===== config.mk =====
export PLATFORM = sky130hd
export DESIGN_NAME = riscv_mc_ctrl
export DESIGN_NICKNAME = d
export VERILOG_FILES = /design/src/rtl/riscv_ctrl_pkg.sv /design/src/rtl/riscv_alu_dec.sv /design/src/rtl/riscv_mc_ctrl.sv
export SDC_FILE = /design/constraint.sdc
export NUM_CORES = 1
export LEC_CHECK = 0
export CAP_MARGIN = 20
export CORE_MARGIN = 2
export CORE_UTILIZATION = 60
export DETAILED_ROUTE_END_ITERATION = 12
export HOLD_SLACK_MARGIN = 0.12
export PLACE_DENSITY_LB_ADDON = 0.15
export RECOVER_POWER = 100
export SLEW_MARGIN = 10
export SYNTH_ARGS = -nofsm -noshare
export SYNTH_HDL_FRONTEND = slang
export SYNTH_SLANG_ARGS = --single-unit

===== constraint.sdc =====
create_clock -name clk_i -period 6.5 [get_ports clk_i]
set_input_delay 1.3 -clock clk_i [delete_from_list [all_inputs] [get_ports clk_i]]
set_output_delay 1.3 -clock clk_i [all_outputs]
set_load 0.02 [all_outputs]

===== src/rtl/riscv_ctrl_pkg.sv =====
// Shared types and constants for the multi-cycle RV32I control FSM:
// state encoding, ALU operation encoding, opcode and funct7 constants.
package riscv_ctrl_pkg;

  typedef enum logic [2:0] {
    S_FETCH  = 3'd0,
    S_DECODE = 3'd1,
    S_EXEC   = 3'd2,
    S_MEM    = 3'd3,
    S_WB     = 3'd4,
    S_TRAP   = 3'd5
  } ctrl_state_e;

  typedef enum logic [3:0] {
    ALU_ADD  = 4'd0,
    ALU_SUB  = 4'd1,
    ALU_SLL  = 4'd2,
    ALU_SLT  = 4'd3,
    ALU_SLTU = 4'd4,
    ALU_XOR  = 4'd5,
    ALU_SRL  = 4'd6,
    ALU_SRA  = 4'd7,
    ALU_OR   = 4'd8,
    ALU_AND  = 4'd9
  } alu_op_e;

  localparam logic [6:0] OP_R     = 7'b0110011;
  localparam logic [6:0] OP_I     = 7'b0010011;
  localparam logic [6:0] OP_LOAD  = 7'b0000011;
  localparam logic [6:0] OP_STORE = 7'b0100011;

  localparam logic [6:0] F7_ZERO  = 7'b0000000;
  localparam logic [6:0] F7_ALT   = 7'b0100000;

  localparam logic [2:0] F3_WORD  = 3'b010;

  // True for opcodes that go through the MEM state.
  function automatic logic is_mem_op(input logic [6:0] opcode);
    return (opcode == OP_LOAD) || (opcode == OP_STORE);
  endfunction

endpackage


===== src/rtl/riscv_alu_dec.sv =====
// Combinational decoder: opcode/funct3/funct7 -> ALU operation, B-operand
// select and an illegal-instruction flag. Only R-type, I-ALU and word
// LOAD/STORE encodings are legal.
module riscv_alu_dec
  import riscv_ctrl_pkg::*;
(
  input  logic [6:0] opcode,
  input  logic [2:0] funct3,
  input  logic [6:0] funct7,
  output alu_op_e    alu_op,
  output logic       alu_bsel,
  output logic       illegal
);

  // Decode the instruction class, then the operation within the class.
  always_comb begin
    alu_op   = ALU_ADD;
    alu_bsel = 1'b0;
    illegal  = 1'b0;
    case (opcode)
      OP_R: begin
        if (funct7 == F7_ZERO) begin
          case (funct3)
            3'b000:  alu_op = ALU_ADD;
            3'b001:  alu_op = ALU_SLL;
            3'b010:  alu_op = ALU_SLT;
            3'b011:  alu_op = ALU_SLTU;
            3'b100:  alu_op = ALU_XOR;
            3'b101:  alu_op = ALU_SRL;
            3'b110:  alu_op = ALU_OR;
            default: alu_op = ALU_AND;
          endcase
        end else if (funct7 == F7_ALT) begin
          case (funct3)
            3'b000:  alu_op = ALU_SUB;
            3'b101:  alu_op = ALU_SRA;
            default: illegal = 1'b1;
          endcase
        end else begin
          illegal = 1'b1;
        end
      end
      OP_I: begin
        alu_bsel = 1'b1;
        case (funct3)
          3'b000: alu_op = ALU_ADD;
          3'b010: alu_op = ALU_SLT;
          3'b011: alu_op = ALU_SLTU;
          3'b100: alu_op = ALU_XOR;
          3'b110: alu_op = ALU_OR;
          3'b001: begin
            if (funct7 == F7_ZERO) alu_op = ALU_SLL;
            else                   illegal = 1'b1;
          end
          3'b101: begin
            if (funct7 == F7_ZERO)     alu_op = ALU_SRL;
            else if (funct7 == F7_ALT) alu_op = ALU_SRA;
            else                       illegal = 1'b1;
          end
          default: alu_op = ALU_AND;
        endcase
      end
      OP_LOAD, OP_STORE: begin
        alu_bsel = 1'b1;
        illegal  = (funct3 != F3_WORD);
      end
      default: illegal = 1'b1;
    endcase
  end

endmodule


===== src/rtl/riscv_mc_ctrl.sv =====
// Multi-cycle RV32I control FSM. Sequences FETCH -> DECODE -> EXEC ->
// (MEM) -> (WB) and drives the datapath enables as Moore outputs decoded
// from the state and the latched instruction fields. Illegal encodings
// park the FSM in TRAP until reset.
// Optional build macro RISCV_CTRL_RETIRE_CNT_EN adds retire_cnt_o, a
// wrapping count of pc_we_o pulses.
module riscv_mc_ctrl
  import riscv_ctrl_pkg::*;
#(
  parameter int IMEM_TIMEOUT = 16
) (
  input  logic        clk_i,
  input  logic        rst_i,
  input  logic [31:0] inst_i,
  input  logic        imem_ready_i,
  input  logic        dmem_ready_i,
  output logic        imem_req_o,
  output logic        ir_we_o,
  output logic        pc_we_o,
  output logic        reg_wen_o,
  output logic [3:0]  alu_op_o,
  output logic        alu_bsel_o,
  output logic        wb_sel_o,
  output logic        dmem_req_o,
  output logic        dmem_we_o,
  output logic        trap_o,
  output logic        fetch_err_o
`ifdef RISCV_CTRL_RETIRE_CNT_EN
  ,
  output logic [31:0] retire_cnt_o
`endif
);

  localparam logic [31:0] TIMEOUT_LIMIT = 32'(IMEM_TIMEOUT);

  ctrl_state_e state;
  logic [6:0]  opcode_q;
  logic [2:0]  funct3_q;
  logic [6:0]  funct7_q;
  logic [4:0]  rd_q;
  logic [31:0] wait_cnt;
  logic        fetch_err_q;
  logic        trap_q;

  alu_op_e     dec_op;
  logic        dec_bsel;
  logic        dec_illegal;
  logic        is_load;
  logic        is_store;
  logic        unused_inst_bits;

  // Register-source fields are consumed by the datapath, not by control.
  assign unused_inst_bits = ^inst_i[24:15];

  assign is_load  = (opcode_q == OP_LOAD);
  assign is_store = (opcode_q == OP_STORE);

  riscv_alu_dec u_alu_dec (
    .opcode   (opcode_q),
    .funct3   (funct3_q),
    .funct7   (funct7_q),
    .alu_op   (dec_op),
    .alu_bsel (dec_bsel),
    .illegal  (dec_illegal)
  );

  // State sequencing, field latching, fetch watchdog and sticky flags.
  always_ff @(posedge clk_i or posedge rst_i) begin
    if (rst_i) begin
      state       <= S_FETCH;
      opcode_q    <= '0;
      funct3_q    <= '0;
      funct7_q    <= '0;
      rd_q        <= '0;
      wait_cnt    <= '0;
      fetch_err_q <= 1'b0;
      trap_q      <= 1'b0;
    end else begin
      case (state)
        S_FETCH: begin
          if (imem_ready_i) begin
            opcode_q <= inst_i[6:0];
            rd_q     <= inst_i[11:7];
            funct3_q <= inst_i[14:12];
            funct7_q <= inst_i[31:25];
            wait_cnt <= '0;
            state    <= S_DECODE;
          end else if ((IMEM_TIMEOUT != 0) && (wait_cnt != TIMEOUT_LIMIT)) begin
            wait_cnt <= wait_cnt + 32'd1;
            if (wait_cnt + 32'd1 == TIMEOUT_LIMIT) begin
              fetch_err_q <= 1'b1;
            end
          end
        end
        S_DECODE: begin
          if (dec_illegal) begin
            trap_q <= 1'b1;
            state  <= S_TRAP;
          end else begin
            state  <= S_EXEC;
          end
        end
        S_EXEC: begin
          state <= is_mem_op(opcode_q) ? S_MEM : S_WB;
        end
        S_MEM: begin
          if (dmem_ready_i) begin
            state <= is_load ? S_WB : S_FETCH;
          end
        end
        S_WB:    state <= S_FETCH;
        S_TRAP:  state <= S_TRAP;
        default: state <= S_FETCH;
      endcase
    end
  end

  // Moore output decode; the only input-qualified enables are the two
  // handshake-completion strobes ir_we_o and the store's pc_we_o.
  always_comb begin
    imem_req_o = 1'b0;
    ir_we_o    = 1'b0;
    pc_we_o    = 1'b0;
    reg_wen_o  = 1'b0;
    alu_op_o   = ALU_ADD;
    alu_bsel_o = 1'b0;
    wb_sel_o   = 1'b0;
    dmem_req_o = 1'b0;
    dmem_we_o  = 1'b0;
    case (state)
      S_FETCH: begin
        imem_req_o = !rst_i;
        ir_we_o    = !rst_i && imem_ready_i;
      end
      S_EXEC: begin
        alu_op_o   = dec_op;
        alu_bsel_o = dec_bsel;
      end
      S_MEM: begin
        dmem_req_o = 1'b1;
        dmem_we_o  = is_store;
        alu_op_o   = ALU_ADD;
        alu_bsel_o = 1'b1;
        pc_we_o    = is_store && dmem_ready_i;
      end
      S_WB: begin
        alu_op_o   = dec_op;
        alu_bsel_o = dec_bsel;
        reg_wen_o  = (rd_q != 5'd0);
        wb_sel_o   = is_load;
        pc_we_o    = 1'b1;
      end
      default: begin
        imem_req_o = 1'b0;
      end
    endcase
  end

  assign trap_o      = trap_q;
  assign fetch_err_o = fetch_err_q;

`ifdef RISCV_CTRL_RETIRE_CNT_EN
  // Count retired instructions; wraps naturally at 32 bits.
  always_ff @(posedge clk_i or posedge rst_i) begin
    if (rst_i) begin
      retire_cnt_o <= '0;
    end else if (pc_we_o) begin
      retire_cnt_o <= retire_cnt_o + 32'd1;
    end
  end
`else
  // No retire counter in this build.
`endif

endmodule


==> out/qor.yml, run 1 <==
run_status:
  run_status: "finished with violations"
  violations: "capacitance limit, slew limit"
floorplan:
  ios: 50
  fp.dieW_um: 83.47
  coreArea_mm2: 0.006026
  rows: 28
  start_util_pct: 62.87
  die_y_um: 83.47
  die-area_mm2: 0.006966
critical_path:
  crit_required_ps: 6240
  rr_endpoint: "wait_cnt[25]$_DFFE_PP0P_"
  crit-reg2reg-launch: "wait_cnt[0]$_DFFE_PP0P_"
  path_cells: "dlygate4sd3_1 -> clkinv_1 -> clkbuf_1"
  crit_type: "primary input to asynchronous set/reset pin"
  rrSetupSlack_ps: 2630
  cp_top_family: "buffers and inverters"
  r2r_cells: 9
  critPathArrivalTime_ps: 4180
  worstSetupEndpointType: "asynchronous set/reset pin"
  path_buf_inv: 3
  cp_slowest_stage_delay_ps: 2230
  start_kind: "primary input"
  critPathMaxFanout: 59
  crit_slowest_cell: "clkbuf_1"
sta:
  tightest_slew_ps: 3161
  hold_ws_ps: 466.4
  finalSetupViolCount: 0
  rsz0062_at_grt: "false"
  slew_headroom_pct: -110.7
  setup_tns_ps: 0
  min_period_ps: 4446
  fin_crit_sh_pct: 68.41
  fin_worst_skew_ps: 7.079
  finalHoldViolCount: 0
  fmax_mhz: 224.9
  drv_slew: 117
synth:
  synth_nets: 472
  synth_top_area_cell: "dfrtp_1"
  synth-seq-cells: 59
  ys_warn_count: 0
  netlist_area_mm2: 0.003789
  syn_inst: 434
  synth_cell_types: 56
  synthFlopType: "dfrtp_1"
  yosysTopAreaCellShare_pct: 38.97
  synth.avg_cell_area_um2: 8.730
  synth-edff-count: 0
  yosysMostFrequentCell: "dfrtp_1"
  seq_area_frac_synth_pct: 38.97
  synthArstFlopShare_pct: 100.0
  synthTopCellsByArea: "dfrtp_1 39%, o21ai_0 6.2%, mux2_2 5.9%"
  synth_common_cells: "59 x dfrtp_1, 47 x o21ai_0, 33 x nand2_1"
drt:
  drc_errors: 0
  finalWirelength_um: 9061
  drtIter0Drc: 295
  ant_nets: 0
  vias: 3458
  via_per_inst: 6.525
  firstDrtPassIters: 5
  wl_per_cell_um: 17.10
grt:
  gr-total-overflow: 0
  grt_pass1_wl_um: 15320
  antenna_found_initial: 0
  grt_pass1_vias: 3135
  grt_max_degree: 60
  grt_usage_pct: 26.58
clock_tree:
  cts_resized: 0
  cts_tree: "yes"
  clkLatencyLatePin_ps: 330
  clk_pin_slew_ps: 70
  postCtsSetupBuffers: 0
  postCtsHoldBufs: 0
  cts_buffer_depth: 2
  cts_made_buffers: 9
  cts.sinks: 59
  clk_root_buffer_cell: "clkbuf_8"
  htreeDepth: 3
worst_hold_path:
  holdCritStartpoint: "fetch_err_o$_DFFE_PP0P_"
  min_to: "fetch_err_o$_DFFE_PP0P_"
  hp-class: "flip-flop to flip-flop"
  whs_path_depth: 2
power:
  cellPowerDensity_mw_per_mm2: 322.5
  p_leak_nw: 1.729
  ir_drop_mv: 0.2638
  power_mw: 1.398
cells_and_area:
  stdcell_count: 530
  drive_gt1_share_pct: 10.55
  nets: 489
  n_antenna_cell: 0
  fillers: 461
  syn_to_final_growth_pct: 14.40
place:
  dp.cells: 514
  dp_hpwl_um: 5921
  port_buffers: 39
  gp_routability_congestion: 0.8986
job:
  cap_violations: 2
[per-stage QoR]
| stage | cell area [um^2] | setup slack [ps] | util [%] |
|---|---|---|---|
| floorplan | 3789 | 3363 | - |
| global placement | 4135 | 2440 | 68.63 |
| detailed placement | 4135 | 2404 | 68.63 |
| CTS | 4350 | 2404 | 72.20 |
| global route | 4334 | 1420 | 71.93 |
| finish | 4334 | 2054 | 71.93 |
[worst max path at each step]
stage,start,end,slack (ps),cells after the start
6_report,rst_i,wait_cnt[11]$_DFFE_PP0P_,2050,3
5_1_grt,rst_i,wait_cnt[29]$_DFFE_PP0P_,1420,3
4_1_cts,imem_ready_i,ir_we_o,2400,4
3_5_place_dp,imem_ready_i,ir_we_o,2400,4
3_3_place_gp,imem_ready_i,ir_we_o,2440,4
2_1_floorplan,imem_ready_i,ir_we_o,3360,2
[placed cells by master (no fill, tap or decap), types with 6 or more instances in the layout]
| master | synthesis | final |
|---|---|---|
| nand2_1 | 33 | 33 |
| xnor2_1 | 10 | 10 |
| nand3_1 | 13 | 13 |
| clkdlybuf4s50_1 | 0 | 23 |
| a21oi_1 | 18 | 18 |
| and2_1 | 7 | 7 |
| nor3_1 | 12 | 12 |
| nor4_1 | 12 | 12 |
| nand4_1 | 18 | 18 |
| xor2_1 | 9 | 9 |
| dlygate4sd3_1 | 0 | 16 |
| and4_1 | 8 | 8 |
| o41ai_1 | 5 | 6 |
| dfrtp_1 | 59 | 59 |
| clkbuf_8 | 0 | 9 |
| o21ai_0 | 47 | 50 |
| mux2_2 | 20 | 20 |
| nor2_1 | 31 | 32 |
| o31ai_1 | 15 | 15 |
| inv_1 | 13 | 12 |
[where the power goes]
group          leakage [nW]  internal (mW)  switching, mW  total (mW)
sequential            0.761          0.453          0.113       0.566
combinational         0.870          0.212          0.252       0.463
clock                0.0975          0.214          0.155       0.369
total                  1.73          0.878          0.520        1.40
[flip-flops by register name (all words and copies together), names as in the netlist]
signal       count
opcode_q         7
trap_o           1
fetch_err_o      1
funct3_q         3
state            3
rd_q             5
funct7_q         7
wait_cnt        32
[cell families after synthesis]
| logic type | synth area share (%) |
|---|---|
| AND/OR/NAND/NOR | 24.70 |
| AO/OA/AOI/OAI | 19.09 |
| flip-flops | 38.97 |
| buffers and inverters | 5.977 |
| multiplexers | 6.209 |
| XOR/XNOR | 4.392 |
| adder cells (fa/ha/maj) | 0.6604 |
[tightest hold or removal path, cell delays in order, from the launching register on]
cell,delay (ps)
dfrtp_1,340
inv_1,40
o41ai_1,50
[area by class of cell]
type	instances	area (um^2)	share of cell area (%)
Multi-Input combinational cell	325	2091	48.24
Clock inverter	6	91.34	2.107
Tap cell	75	93.84	2.165
Timing Repair Buffer	43	409.1	9.440
Sequential cell	59	1476	34.06
Clock buffer	9	123.9	2.858
Inverter	13	48.80	1.126
[metal layers]
metal  global-route usage, %  part of all wire [%]  vias to the layer above
met5                       0                     0                        -
met1                   38.81                    46                     1682
li1                        -                     -                     1644
met4                   7.331                   1.1                        0
met3                   3.858                   4.7                       10
met2                   41.64                    48                      122
Power figures use the tool's default switching activity.
==> run 2, diff against run 1 <==
Settings changed: CORE_UTILIZATION 60 to 50.
Clock period 6.5 ns to 3.6 ns, I/O delays scaled along.
==> out/qor.yml, run 2 (synthesis results as in run 1) <==
sta:
  drv_slew: 0  # was 117
  slew_headroom_pct: 4.555  # was -110.7%
  fmax_mhz: 294.5
  min_period_ps: 3395
  tightest_slew_ps: 1432  # was 3161 ps
  finalSetupViolCount: 0  # unchanged
  setup_tns_ps: 0  # unchanged
  fin_worst_skew_ps: 10.59  # was 7.079 ps
  finalHoldViolCount: 0  # unchanged
  fin_crit_sh_pct: 94.31
  rsz0062_at_grt: "false"  # unchanged
clock_tree:
  htreeDepth: 3  # unchanged
  cts_tree: "yes"  # unchanged
  cts.sinks: 59  # unchanged
  clk_pin_slew_ps: 70  # about the same
  cts_buffer_depth: 2  # unchanged
  postCtsHoldBufs: 0  # unchanged
  cts_made_buffers: 9  # unchanged
  clkLatencyLatePin_ps: 360  # was 330 ps
  postCtsSetupBuffers: 0  # unchanged
  cts_resized: 0  # unchanged
  clk_root_buffer_cell: "clkbuf_8"  # unchanged
floorplan:
  rows: 31  # was 28
  coreArea_mm2: 0.007292  # was 0.006026 mm^2
  fp.dieW_um: 91.05  # was 83.47 um
  ios: 50  # unchanged
  die_y_um: 91.05  # was 83.47 um
  start_util_pct: 51.96  # was 62.87%
  die-area_mm2: 0.008289  # was 0.006966 mm^2
critical_path:
  crit_required_ps: 2880  # was 6240 ps
  critPathArrivalTime_ps: 2680  # was 4180 ps
  crit_type: "flip-flop to output port"  # was primary input to asynchronous set/reset pin
  worstSetupEndpointType: "output port"  # was asynchronous set/reset pin
  startpoint: "opcode_q[6]$_DFFE_PP0P_"  # was rst_i
  crit-reg2reg-launch: "wait_cnt[0]$_DFFE_PP0P_"  # unchanged
  critPathMaxFanout: 4  # was 59
  start_kind: "flip-flop"  # was primary input
power:
  ir_drop_mv: 0.3574  # was 0.2638 mV
  switching_share_pct: 39.77  # was 37.17%
  combPwrFrac_pct: 34.3  # was 33.2%
  cellPowerDensity_mw_per_mm2: 557.5  # was 322.5 mW/mm^2
  p_leak_nw: 1.733  # was 1.729 nW
  seqPwrFrac_pct: 42.0  # was 40.5%
  pwr-share-clk_pct: 23.7  # was 26.4%
  p_int_mw: 1.461  # was 878.2 uW
  netSwitchingPower_uw: 964.8  # was 519.7 uW
cells_and_area:
  fillers: 691  # was 461
  nets: 490  # was 489
  final_common_cell: "dfrtp_1"  # unchanged
  n_antenna_cell: 0  # unchanged
  largest_register_ffs: 32  # unchanged
  drive_gt1_share_pct: 11.60  # was 10.55%
  regMostFlops: "wait_cnt"  # unchanged
  syn_to_final_growth_pct: 14.86  # was 14.40%
  multi_input_area_mm2: 0.002098  # was 0.002091 mm^2
  final_cell_area_mm2: 0.004352  # was 0.004334 mm^2
  regArea_mm2: 0.001476  # unchanged
  reg_top3: "wait_cnt x32, funct7_q x7, opcode_q x7"  # unchanged
  layout_common_cells: "59 x dfrtp_1, 51 x o21ai_0, 33 x nand2_1"  # was 59 x dfrtp_1, 50 x o21ai_0, 33 x nand2_1
grt:
  gr-total-overflow: 0  # unchanged
  grt_usage_pct: 23.15  # was 26.58%
  antenna_found_initial: 0  # unchanged
  grt-busiest-layer: "met2"  # unchanged
  use_met3_pct: 5.228  # was 3.858%
  grt_pass1_wl_um: 15500  # was 15,320 um
  use_met1_pct: 32.92  # was 38.81%
  use_met2_pct: 34.01  # was 41.64%
  grt_max_degree: 58  # was 60
  grt_pass1_vias: 3137  # was 3,135
job:
  cap_violations: 0  # was 2
place:
  dp_hpwl_um: 6242  # was 5921 um
  port_buffers: 39  # unchanged
  dpl-instance-area_mm2: 0.004203  # was 0.004135 mm^2
  gp_routability_congestion: 0.9129  # was 0.8986
drt:
  wl_per_cell_um: 16.26  # was 17.10 um
  vias: 3394  # was 3,458
  firstDrtPassIters: 4  # was 5
  finalWirelength_um: 9042  # was 9061 um
  via_per_inst: 6.104  # was 6.525
  ant_nets: 0  # unchanged
  drc_errors: 0  # unchanged
  drtIter0Drc: 207  # was 295
run_status:
  run_status: "completed"  # was finished with violations
worst_hold_path:
  hp-class: "flip-flop to flip-flop"  # unchanged
  holdCritStartpoint: "trap_o$_DFFE_PP0P_"  # was fetch_err_o$_DFFE_PP0P_
run 2: cell count changes in the layout (fill, tap and decap cells not counted), sizes merged:
cell           previous run  this run
clkdlybuf4s50            23        24
clkinvlp                  3         2
buf                       1         2
inv                      12        16
bufinv                    2         0
dlygate4sd3              16        15
run 2: path summary, 6_finish.rpt:
check | slack (ps) | depth (start not counted) | endpoint
max in group asynchronous | 1270 | 3 | funct3_q[2]$_DFFE_PP0P_
worst max register to register | 560 | 9 | wait_cnt[26]$_DFFE_PP0P_
worst min register to register | 480 | 2 | trap_o$_DFFE_PP0P_
worst max-delay path | 200 | 4 | alu_op_o[3]
worst min-delay path | 480 | 2 | trap_o$_DFFE_PP0P_
min in group asynchronous | 750 | 2 | funct3_q[1]$_DFFE_PP0P_
run 2: through the flow:
stage                     util (%)  worst slack (ps)  hold slack [ps]  power, mW  cells
after floorplan                  -              1142            480.6      1.644    434
after global placement       57.64             510.5            452.4      1.848    540
after detailed placement     57.64             496.5            459.7      1.886    540
after CTS                    60.18             109.2            478.2      2.475    556
after global routing         59.68             120.7            505.2      2.607    556
final                        59.68             204.8            476.1      2.426    556
run 2: power by group through the flow:
stage               logic, mW  registers (mW)  clock network [mW]
floorplan               0.740           0.904                   0
global placement        0.830            1.02                   0
detailed placement      0.856            1.03                   0
CTS                     0.862            1.02               0.595
global route            0.935            1.05               0.621
finish                  0.832            1.02               0.575
run 2: cell type report:
class,instances,area share (%)
tap,99,2.846
multi-input combinational,325,48.22
clock inverter,7,1.409
timing repair buffer,44,9.632
inverter,13,1.121
sequential,59,33.93
clock buffer,9,2.846
run 2: layer usage:
layer	wire [um]	vias up
met3	444	18
met4	175	0
met2	4291	111
li1	-	1650
met5	0	-
met1	4130	1615
run 2: critical path, stage by stage, from the launching register on:
cell and delay, ps:
dfrtp_1 390, or4_1 620, nor4b_2 420, and4_1 230, dlygate4sd3_1 670
==> run 3, diff against run 2 <==
Settings changed: CORE_UTILIZATION 50 to 40, CTS_CLUSTER_SIZE from default to 20.
==> out/qor.yml, run 3 (synthesis results as in run 1) <==
sta:
  worst_slack_ps: 218.8  # was 204.8 ps
  slew_headroom_pct: 14.18  # was 4.555%
  setup_tns_ps: 0  # unchanged
  min_period_ps: 3381  # was 3395 ps
  rsz0062_at_grt: "false"  # unchanged
  tightest_slew_ps: 1287  # was 1432 ps
  fin_worst_skew_ps: 7.962  # was 10.59 ps
  fin_crit_sh_pct: 93.92  # was 94.31%
  fmax_mhz: 295.8  # was 294.5 MHz
  drv_slew: 0  # unchanged
  finalHoldViolCount: 0  # unchanged
  finalSetupViolCount: 0  # unchanged
critical_path:
  path_buf_inv: 2  # was 1
  path_cells: "or4_1 -> nor4b_1 -> buf_4 -> and4_1 -> dlygate4sd3_1"  # was or4_1 -> nor4b_2 -> and4_1 -> dlygate4sd3_1
  critPathArrivalTime_ps: 2660  # was 2680 ps
  worstSetupEndpointType: "output port"  # unchanged
  crit_slowest_cell: "dlygate4sd3_1"  # unchanged
  critPathMaxFanout: 4  # unchanged
  crit_required_ps: 2880  # about the same
  cp_top_family: "simple AND/OR/NAND/NOR gates"  # unchanged
  crit_type: "flip-flop to output port"  # unchanged
  crit-reg2reg-launch: "wait_cnt[0]$_DFFE_PP0P_"  # unchanged
  cp_slowest_stage_delay_ps: 670  # about the same
  start_kind: "flip-flop"  # unchanged
  startpoint: "opcode_q[6]$_DFFE_PP0P_"  # unchanged
clock_tree:
  cts_made_buffers: 9  # unchanged
  postCtsHoldBufs: 0  # unchanged
  clk_root_buffer_cell: "clkbuf_8"  # unchanged
  clkLatencyLatePin_ps: 340  # was 360 ps
  cts_tree: "yes"  # unchanged
  cts_resized: 0  # unchanged
  clk_pin_slew_ps: 70  # about the same
  cts_buffer_depth: 2  # unchanged
  cts.sinks: 59  # unchanged
  postCtsSetupBuffers: 0  # unchanged
  htreeDepth: 3  # unchanged
floorplan:
  coreArea_mm2: 0.009196  # was 0.007292 mm^2
  rows: 35  # was 31
  start_util_pct: 41.20  # was 51.96%
  ios: 50  # unchanged
  fp.dieW_um: 101.3  # was 91.05 um
  die-area_mm2: 0.01027  # was 0.008289 mm^2
  die_y_um: 101.3  # was 91.05 um
worst_hold_path:
  holdCritStartpoint: "trap_o$_DFFE_PP0P_"  # unchanged
  hp-class: "flip-flop to flip-flop"  # unchanged
drt:
  drc_errors: 0  # unchanged
  wl_per_cell_um: 16.65  # was 16.26 um
  finalWirelength_um: 9474  # was 9042 um
  vias: 3392  # was 3,394
  firstDrtPassIters: 5  # was 4
  drtIter0Drc: 216  # was 207
  via_per_inst: 5.961  # was 6.104
  ant_nets: 0  # unchanged
cells_and_area:
  largest_register_ffs: 32  # unchanged
  syn_to_final_growth_pct: 15.95  # was 14.86%
  final_cell_area_mm2: 0.004393  # was 0.004352 mm^2
  nets: 492  # was 490
  stdcell_count: 569  # was 556
  n_antenna_cell: 0  # unchanged
  drive_gt1_share_pct: 11.14  # was 11.60%
  reg_top3: "wait_cnt x32, funct7_q x7, opcode_q x7"  # unchanged
  regMostFlops: "wait_cnt"  # unchanged
  layout_common_cells: "59 x dfrtp_1, 50 x o21ai_0, 33 x nand2_1"  # was 59 x dfrtp_1, 51 x o21ai_0, 33 x nand2_1
  final_common_cell: "dfrtp_1"  # unchanged
grt:
  grt_usage_pct: 19.54  # was 23.15%
  gr-total-overflow: 0  # unchanged
  grt_pass1_vias: 3181  # was 3,137
  grt_max_degree: 56  # was 58
  antenna_found_initial: 0  # unchanged
  grt_pass1_wl_um: 15860  # was 15,500 um
place:
  dpl-instance-area_mm2: 0.004220  # was 0.004203 mm^2
  pre_cts_slack_ps: 611.6  # was 496.5 ps
  port_buffers: 39  # unchanged
  dp_hpwl_um: 6586  # was 6242 um
  dp.cells: 554  # was 540
  gp_routability_congestion: 0.8453  # was 0.9129
power:
  ir_drop_mv: 0.2573  # was 0.3574 mV
  p_leak_nw: 1.752  # was 1.733 nW
  p_int_mw: 1.557  # was 1.461 mW
  seqPwrFrac_pct: 40.9  # was 42.0%
  cellPowerDensity_mw_per_mm2: 566.3  # was 557.5 mW/mm^2
  netSwitchingPower_uw: 930.4  # was 964.8 uW
  switching_share_pct: 37.40  # was 39.77%
  pwr-share-clk_pct: 24.7  # was 23.7%
  combPwrFrac_pct: 34.4  # was 34.3%
job:
  cap_violations: 0  # unchanged
run_status:
  run_status: "completed"  # unchanged
run 3: path summary, 6_finish.rpt:
kind	end	slack, ps	cells after the start
max in group asynchronous	wait_cnt[3]$_DFFE_PP0P_	1040	3
min in group asynchronous	funct3_q[2]$_DFFE_PP0P_	1030	2
setup reg to reg	wait_cnt[12]$_DFFE_PP0P_	480	9
hold / removal	trap_o$_DFFE_PP0P_	460	2
setup / recovery	alu_op_o[3]	220	5
hold reg to reg	trap_o$_DFFE_PP0P_	460	2
run 3: area by class of cell:
| cell class | count | area, um^2 |
|---|---|---|
| timing repair buffer | 46 | 429.2 |
| inverter | 13 | 48.80 |
| fill | 887 | 4803 |
| multi-input combinational | 325 | 2106 |
| clock inverter | 2 | 35.03 |
| tap | 111 | 138.9 |
| clock buffer | 13 | 158.9 |
| sequential | 59 | 1476 |
run 3: metrics by stage:
step                      hold slack, ps  utilization [%]  power, mW
final                              463.7            47.77      2.488
after floorplan                    480.6                -      1.644
after detailed placement           455.2            45.89      1.897
after global placement             447.2            45.89      1.864
after global routing               497.4            47.77      2.671
after CTS                          475.7            48.00      2.523
run 3: per-layer routing:
layer / GRT usage [%] / wire (um)
met5: 0 / 0
met4: 8.108 / 229
met3: 3.520 / 308
met2: 31.13 / 4436
met1: 26.26 / 4499
run 3: tightest hold or removal path, stage by stage (launching register included):
cell and delay (ps):
dfrtp_1 340, inv_1 50, o41ai_1 50
run 3: power by group through the flow:
stage	clock (mW)	combinational, mW	sequential (mW)
global placement	0	0.844	1.02
finish	0.614	0.856	1.02
CTS	0.637	0.872	1.01
floorplan	0	0.740	0.904
global route	0.663	0.960	1.05
detailed placement	0	0.871	1.03
